==> config.mk <==
export PLATFORM = sky130hd
export DESIGN_NAME = mmio_uart_flat
export DESIGN_NICKNAME = d
export VERILOG_FILES = /design/src/rtl/mmio_uart_if.sv /design/src/rtl/mmio_uart.sv /design/src/flat_wrapper.sv
export SDC_FILE = /design/constraint.sdc
export NUM_CORES = 1
export LEC_CHECK = 0
export ABC_AREA = 1
export CAP_MARGIN = 25
export CORE_MARGIN = 2
export CORE_UTILIZATION = 59
export DETAILED_ROUTE_END_ITERATION = 16
export GPL_TIMING_DRIVEN = 0
export PLACE_DENSITY = 0.81
export SYNTH_ARGS = -nofsm -noshare
export SYNTH_HDL_FRONTEND = slang
export SYNTH_SLANG_ARGS = --single-unit
==> constraint.sdc <==
create_clock -name clk -period 3.2 [get_ports clk]
set_input_delay 0.64 -clock clk [delete_from_list [all_inputs] [get_ports clk]]
set_output_delay 0.64 -clock clk [all_outputs]
set_load 0.005 [all_outputs]
==> src/rtl/mmio_uart_if.sv <==
// mmio_uart_if: MMIO load/store bus between the memory mapper and the UART
interface mmio_uart_if;
  logic [31:0] address;
  logic [31:0] write_data;
  logic        write_en;
  logic        read_en;
  logic [31:0] read_data;
  modport master (output address, write_data, write_en, read_en, input read_data);
  modport slave (input address, write_data, write_en, read_en, output read_data);
endinterface

==> src/rtl/mmio_uart.sv <==
// mmio_uart: MMIO UART, TX FIFO + single-byte RX holding register.
// Optional `UART_LOOPBACK_EN adds STATUS bit8 loop_en (RX fed from TX, external txd held high).
module mmio_uart #(
  parameter int TX_FIFO_DEPTH  = 16,
  parameter int BAUD_DIV_RESET = 868
) (
  input  logic       clk,
  input  logic       reset,
  mmio_uart_if.slave bus,
  input  logic       rxd,
  output logic       txd
);
  localparam int AW = $clog2(TX_FIFO_DEPTH);
  typedef enum logic [1:0] {IDLE, START, DATA, STOP} state_e;
  logic [1:0] sel;
  logic wr_tx, wr_st, wr_bd, rd_rx, push, pop, full, empty, loop_en, unused_ok;
  logic [7:0] fifo_q [TX_FIFO_DEPTH];
  logic [AW:0] wp_q, rp_q;
  logic [15:0] baud_q, div;
  state_e tx_state_q, tx_state_d, rx_state_q, rx_state_d;
  logic [15:0] tx_cnt_q, tx_cnt_d, tx_div_q, tx_div_d, rx_cnt_q, rx_cnt_d, rx_div_q, rx_div_d, rx_half;
  logic [7:0] tx_sh_q, tx_sh_d, rx_sh_q, rx_sh_d, rx_byte_q;
  logic [2:0] tx_bit_q, tx_bit_d, rx_bit_q, rx_bit_d, sync_q;
  logic txd_q, txd_d, tx_end, rx_end, rx_done, rx_ok, rx_bad, rx_valid_q, ovr_q, fe_q;
  assign sel = bus.address[3:2];
  assign wr_tx = bus.write_en && sel == 2'd0;
  assign wr_st = bus.write_en && sel == 2'd2;
  assign wr_bd = bus.write_en && sel == 2'd3;
  assign rd_rx = bus.read_en && sel == 2'd1;
  assign unused_ok = ^{bus.address[31:4], bus.address[1:0], bus.write_data[31:16]};
  assign empty = wp_q == rp_q;
  assign full = wp_q[AW-1:0] == rp_q[AW-1:0] && wp_q[AW] != rp_q[AW];
  assign pop = tx_state_q == IDLE && !empty;
  assign push = wr_tx && (!full || pop);
  assign div = baud_q == '0 ? 16'd1 : baud_q;
  assign tx_end = tx_cnt_q == tx_div_q - 16'd1;
  assign rx_end = rx_cnt_q == rx_div_q - 16'd1;
  assign rx_half = rx_div_q[15:1] == '0 ? 16'd1 : {1'b0, rx_div_q[15:1]};
  assign rx_ok = rx_done && sync_q[1];
  assign rx_bad = rx_done && !sync_q[1];
`ifdef UART_LOOPBACK_EN
  logic loop_q;
  always_ff @(posedge clk)
    if (reset) loop_q <= 1'b0;
    else if (wr_st) loop_q <= bus.write_data[8];
  assign loop_en = loop_q;
`else
  assign loop_en = 1'b0;
`endif
  assign txd = loop_en ? 1'b1 : txd_q;
  assign bus.read_data = sel == 2'd1 ? {23'b0, rx_valid_q, rx_byte_q}
                       : sel == 2'd2 ? {23'b0, loop_en, 2'b0, fe_q, tx_state_q != IDLE, ovr_q, rx_valid_q, empty, full}
                       : sel == 2'd3 ? {16'b0, baud_q} : 32'b0;
  always_ff @(posedge clk)
    if (push) fifo_q[wp_q[AW-1:0]] <= bus.write_data[7:0];
  always_comb begin
    tx_state_d = tx_state_q;
    tx_cnt_d = tx_end ? '0 : tx_cnt_q + 16'd1;
    tx_div_d = tx_end ? div : tx_div_q;
    tx_sh_d = tx_sh_q;
    tx_bit_d = tx_bit_q;
    txd_d = txd_q;
    case (tx_state_q)
      IDLE: begin
        tx_cnt_d = '0;
        if (!empty) begin
          tx_state_d = START;
          tx_sh_d = fifo_q[rp_q[AW-1:0]];
          tx_div_d = div;
          txd_d = 1'b0;
        end
      end
      START: if (tx_end) begin
        tx_state_d = DATA;
        tx_bit_d = '0;
        txd_d = tx_sh_q[0];
      end
      DATA: if (tx_end) begin
        tx_sh_d = tx_sh_q >> 1;
        tx_bit_d = tx_bit_q + 3'd1;
        tx_state_d = tx_bit_q == 3'd7 ? STOP : DATA;
        txd_d = tx_bit_q == 3'd7 ? 1'b1 : tx_sh_q[1];
      end
      default: if (tx_end) begin
        tx_state_d = IDLE;
        txd_d = 1'b1;
      end
    endcase
  end
  // START samples at mid-bit; each later sample is one bit period after the previous one
  always_comb begin
    rx_state_d = rx_state_q;
    rx_cnt_d = rx_cnt_q + 16'd1;
    rx_div_d = rx_div_q;
    rx_sh_d = rx_sh_q;
    rx_bit_d = rx_bit_q;
    rx_done = 1'b0;
    case (rx_state_q)
      IDLE: begin
        rx_cnt_d = '0;
        rx_div_d = div;
        if (sync_q[2] && !sync_q[1]) rx_state_d = START;
      end
      START: if (rx_cnt_q == rx_half - 16'd1) begin
        rx_cnt_d = '0;
        rx_bit_d = '0;
        rx_div_d = div;
        rx_state_d = sync_q[1] ? IDLE : DATA;
      end
      DATA: if (rx_end) begin
        rx_cnt_d = '0;
        rx_div_d = div;
        rx_sh_d = {sync_q[1], rx_sh_q[7:1]};
        rx_bit_d = rx_bit_q + 3'd1;
        rx_state_d = rx_bit_q == 3'd7 ? STOP : DATA;
      end
      default: if (rx_end) begin
        rx_cnt_d = '0;
        rx_state_d = IDLE;
        rx_done = 1'b1;
      end
    endcase
  end
  always_ff @(posedge clk) begin
    if (reset) begin
      wp_q <= '0;
      rp_q <= '0;
      baud_q <= 16'(BAUD_DIV_RESET);
      tx_state_q <= IDLE;
      tx_cnt_q <= '0;
      tx_div_q <= 16'd1;
      tx_sh_q <= '0;
      tx_bit_q <= '0;
      txd_q <= 1'b1;
      sync_q <= '1;
      rx_state_q <= IDLE;
      rx_cnt_q <= '0;
      rx_div_q <= 16'd1;
      rx_sh_q <= '0;
      rx_bit_q <= '0;
      rx_byte_q <= '0;
      rx_valid_q <= 1'b0;
      ovr_q <= 1'b0;
      fe_q <= 1'b0;
    end else begin
      wp_q <= wp_q + {{AW{1'b0}}, push};
      rp_q <= rp_q + {{AW{1'b0}}, pop};
      if (wr_bd) baud_q <= bus.write_data[15:0];
      tx_state_q <= tx_state_d;
      tx_cnt_q <= tx_cnt_d;
      tx_div_q <= tx_div_d;
      tx_sh_q <= tx_sh_d;
      tx_bit_q <= tx_bit_d;
      txd_q <= txd_d;
      sync_q <= {sync_q[1:0], loop_en ? txd_q : rxd};
      rx_state_q <= rx_state_d;
      rx_cnt_q <= rx_cnt_d;
      rx_div_q <= rx_div_d;
      rx_sh_q <= rx_sh_d;
      rx_bit_q <= rx_bit_d;
      if (rx_ok && (!rx_valid_q || rd_rx)) rx_byte_q <= rx_sh_q;
      rx_valid_q <= rx_ok ? 1'b1 : rd_rx ? 1'b0 : rx_valid_q;
      ovr_q <= (rx_ok && rx_valid_q && !rd_rx) || (ovr_q && !(wr_st && bus.write_data[3]));
      fe_q <= rx_bad || (fe_q && !(wr_st && bus.write_data[5]));
    end
  end
endmodule

==> src/flat_wrapper.sv <==
// flat-port wrapper written by rule: the top's interface ports become plain ports
module mmio_uart_flat 
#(
  parameter int TX_FIFO_DEPTH  = 16,
  parameter int BAUD_DIV_RESET = 868
)
  (clk, reset, rxd, txd, bus_address, bus_write_data, bus_write_en, bus_read_en, bus_read_data);
  mmio_uart_if bus_i ();
  input  logic clk;
  input  logic reset;
  input  logic rxd;
  output logic txd;
  input wire logic [$bits(bus_i.address)-1:0] bus_address;
  input wire logic [$bits(bus_i.write_data)-1:0] bus_write_data;
  input wire logic [$bits(bus_i.write_en)-1:0] bus_write_en;
  input wire logic [$bits(bus_i.read_en)-1:0] bus_read_en;
  output wire logic [$bits(bus_i.read_data)-1:0] bus_read_data;
  assign bus_i.address = bus_address;
  assign bus_i.write_data = bus_write_data;
  assign bus_i.write_en = bus_write_en;
  assign bus_i.read_en = bus_read_en;
  assign bus_read_data = bus_i.read_data;
  mmio_uart #(.TX_FIFO_DEPTH(TX_FIFO_DEPTH), .BAUD_DIV_RESET(BAUD_DIV_RESET)) u_core (.clk(clk), .reset(reset), .bus(bus_i), .rxd(rxd), .txd(txd));
endmodule
==> results.json <==
{
  "postRouteAntennaNets": 0,
  "synthArstFlopShare": 0,
  "post_cts_hold_buffer_count": 0,
  "timing.slew.headroom": 0.411,
  "die_boundary_width_microns": 153,
  "worstPathMaxFanout": 10,
  "routedWlPerCell_microns": 17.8,
  "syn_to_final_growth_pct": 13.4,
  "leading_register_cell_type_out_of_synthesis": "dfxtp_1",
  "first_global_vias": 10876,
  "cts_tree": "done",
  "post_layout_nonfiller_instances": 1938,
  "num_vias": 11089,
  "overflow": 0,
  "post_syn_area_sq_um": 13100,
  "clk_path_buf_depth": 3,
  "core_area_sq_um": 21800,
  "outcome": "finished, final reports clean",
  "regToRegStartpoint": "u_core.rx_div_q[3]$_SDFFE_PP0P_",
  "holdWs_ns": 0.419,
  "tritoncts_num_sinks": 259,
  "die-area_sq_um": 23400,
  "multiInputGateArea_sq_um": 5700,
  "seq_area_frac_synth": 0.495,
  "setup.worst_path.start_class": "input pin",
  "worst_tran_pin_value_ns": 0.881,
  "peak_vdd_ir_mv": 0.636,
  "drt_pre_antenna_iters": 7,
  "clk_pin_slew_ns": 0.06,
  "gp_congestion": 0.930,
  "yosys.area_share.adder": 0.0163,
  "boundaryPins": 102,
  "die_height_microns": 153,
  "skew_ns": 0.0128,
  "ctsRootBufferMaster": "clkbuf_16",
  "placed_cells": 1886,
  "antenna_cells_inserted": 0,
  "grt_max_degree": 19,
  "num_rows": 54,
  "crit_start": "bus_address[2]",
  "slew_violations": 0,
  "total_leakage_power_nw": 5.85,
  "buffer_ports.inserted": 39,
  "max_cap_viol_count": 0,
  "route.final.wire_length_mm": 34.5,
  "global_route_wire_length_before_repair_mm": 55.0,
  "cts-buffers-inserted": 27,
  "period_needed_ns": 3.10,
  "grtUsageTotal": 0.292,
  "effective_utilization_at_floorplan": 0.601,
  "report.final.hold_viol_count": 0,
  "number_of_antenna_violations_at_the_first_check_in_global_routing": 0,
  "synth_compound_area_frac": 0.0976,
  "initialDrtViolationCount": 1091,
  "critPathCaptureType": "output port",
  "postSynthCellCount": 1552,
  "rsz_0062_raised_after_global_routing": "false",
  "number_of_setup_violations_in_the_final_report": 0,
  "final-seq-area_sq_um": 6470,
  "holdCritStartpoint": "u_core.sync_q[0]$_SDFF_PP1_",
  "arrival_time_at_the_worst_endpoint_ns": 2.46,
  "synthDistinctLibCells": 53,
  "synth.ff_latch_count": 259,
  "post_synth.cell_area_avg_sq_um": 8.42,
  "post-route-drc-count": 0,
  "dpl.hpwl_mm": 24.4,
  "mux_contribution_to_synthesized_area": 0.00306,
  "timing.final.crit_share": 0.967,
  "nFillCells": 1695,
  "fraction_of_the_mapped_netlist_area_in_simple_logic_gates": 0.256,
  "max_freq_ghz": 0.323,
  "final_net_count": 1724,
  "clk-insertion-delay-late_ns": 0.54,
  "required_time_of_the_critical_path_ns": 2.56,
  "share_of_cells_above_drive_strength_1": 0.0941,
  "edff_count_synth": 128,
  "hold_path.class": "register to register",
  "timing_worst_setup_path_type": "input pin to output port",
  "count_of_synthesis_stage_warnings_from_yosys": 0,
  "main_combinational_cell_family_by_area_after_synthesis": "simple AND/OR/NAND/NOR gates",
  "powerDensity_nw_per_um2": 645,
  "cts.htree.levels": 1,
  "route.detailed.vias_per_inst": 5.72,
  "yosys.area_share.xor_xnor": 0.0553
}
per-layer routing:
layer,part of all wire,vias up,track usage
met3,0.070,99,0.0366
met2,0.50,498,0.516
met5,0,-,0
li1,-,5321,-
met4,0.048,0,0.136
met1,0.39,5171,0.357
Yosys cell counts (12+ instances only):
| library cell | n | area [sq um] |
|---|---|---|
| a21oi_1 | 71 | 355 |
| buf_4 | 17 | 128 |
| buf_6 | 12 | 135 |
| clkbuf_1 | 44 | 165 |
| dfxtp_1 | 131 | 2620 |
| edfxtp_1 | 128 | 3840 |
| ha_1 | 17 | 213 |
| inv_1 | 135 | 507 |
| nand2_1 | 257 | 965 |
| nand3_1 | 112 | 561 |
| nand4_1 | 34 | 213 |
| nor2_1 | 254 | 953 |
| nor2_2 | 17 | 106 |
| nor3_1 | 18 | 90.1 |
| o211ai_1 | 15 | 113 |
| o21ai_0 | 88 | 440 |
| o32ai_1 | 17 | 149 |
| xnor2_1 | 29 | 254 |
| xor2_1 | 51 | 447 |
where the power goes:
part	total [mW]	switching, mW	internal (mW)
Combinational	2.69	1.78	0.912
Sequential	3.78	0.150	3.63
Clock	3.09	1.28	1.81
repair_timing:
item | in CTS | in global routing
pin swaps | 0 | 1
setup buffers | 0 | 5
setup endpoints to repair | 10 | 75
resized for setup | 0 | 23
final timing paths:
check | endpoint | slack (ns) | cells past startpoint
min reg2reg | u_core.sync_q[1]$_SDFF_PP1_ | 0.42 | 1
max reg2reg | u_core.rx_cnt_q[9]$_SDFF_PP0_ | 0.18 | 21
min | u_core.sync_q[1]$_SDFF_PP1_ | 0.42 | 1
max | bus_read_data[13] | 0.10 | 5
worst max-delay path, stage by stage:
cell and delay, ns:
clkdlybuf4s50_1 0.61, nand2_2 0.17, clkbuf_2 0.25, nor2_1 0.24, clkdlybuf4s50_1 0.54
registers in the layout (all words and copies together) (netlist names), 5 cells and up:
register / flops
u_core.baud_q: 16
u_core.fifo_q: 128
u_core.rp_q: 5
u_core.rx_byte_q: 8
u_core.rx_cnt_q: 16
u_core.rx_div_q: 16
u_core.rx_sh_q: 8
u_core.tx_cnt_q: 16
u_core.tx_div_q: 16
u_core.tx_sh_q: 8
u_core.wp_q: 5
layout by cell type, fill, tap and decap left out, types with 3 or more instances in the layout:
master	instances
o21ai_0	88
nand3b_1	11
dfxtp_1	125
clkbuf_2	3
buf_6	11
buf_1	4
clkbuf_16	27
buf_4	22
nand2_2	13
dfxtp_2	6
nand3_1	112
o211ai_1	15
nand2_4	5
xor2_1	50
clkbuf_1	50
nor2_2	19
nor2_4	8
nand2_1	255
nor2_1	250
mux2i_1	4
xnor2_1	28
clkbuf_8	4
clkdlybuf4s50_1	39
inv_2	5
or2_2	6
nor3_1	17
o32ai_1	17
clkinv_1	7
nand4_1	34
nand3_2	7
edfxtp_1	128
o221ai_1	9
a21oi_1	71
o22ai_1	3
ha_1	16
inv_1	135
conb_1	16
through the flow:
step | util | total power [mW] | cell area, sq um | setup WS, ns | setup TNS [ns]
floorplan | - | 5.71 | 13100 | 0.605 | 0
global placement | 0.637 | 6.37 | 13900 | 0.00128 | 0
detailed placement | 0.637 | 6.44 | 13900 | -0.00943 | -0.110
CTS | 0.677 | 9.51 | 14700 | 0.00117 | 0
global route | 0.681 | 10.0 | 14800 | 0.000232 | 0
finish | 0.681 | 9.57 | 14800 | 0.105 | 0
cell families (layout without fill, tap and decap cells):
family          after synthesis  in the layout
simple gates                747            747
other cells                   1             16
xor+xnor                     81             81
mux                           4              4
compound gates              217            217
flops                       259            259
buf+inv                     226            317
fa+ha+maj                    17             17
layout make-up:
cell class / count / share of cell area
Clock inverter: 8 / 0.00608
Sequential cell: 259 / 0.437
Multi-Input combinational cell: 1082 / 0.385
Inverter: 145 / 0.0370
Timing Repair Buffer: 44 / 0.0289
Clock buffer: 41 / 0.0519
Buffer: 79 / 0.0312
Tap cell: 280 / 0.0236
Note: power is estimated with default switching activity, not from simulation.
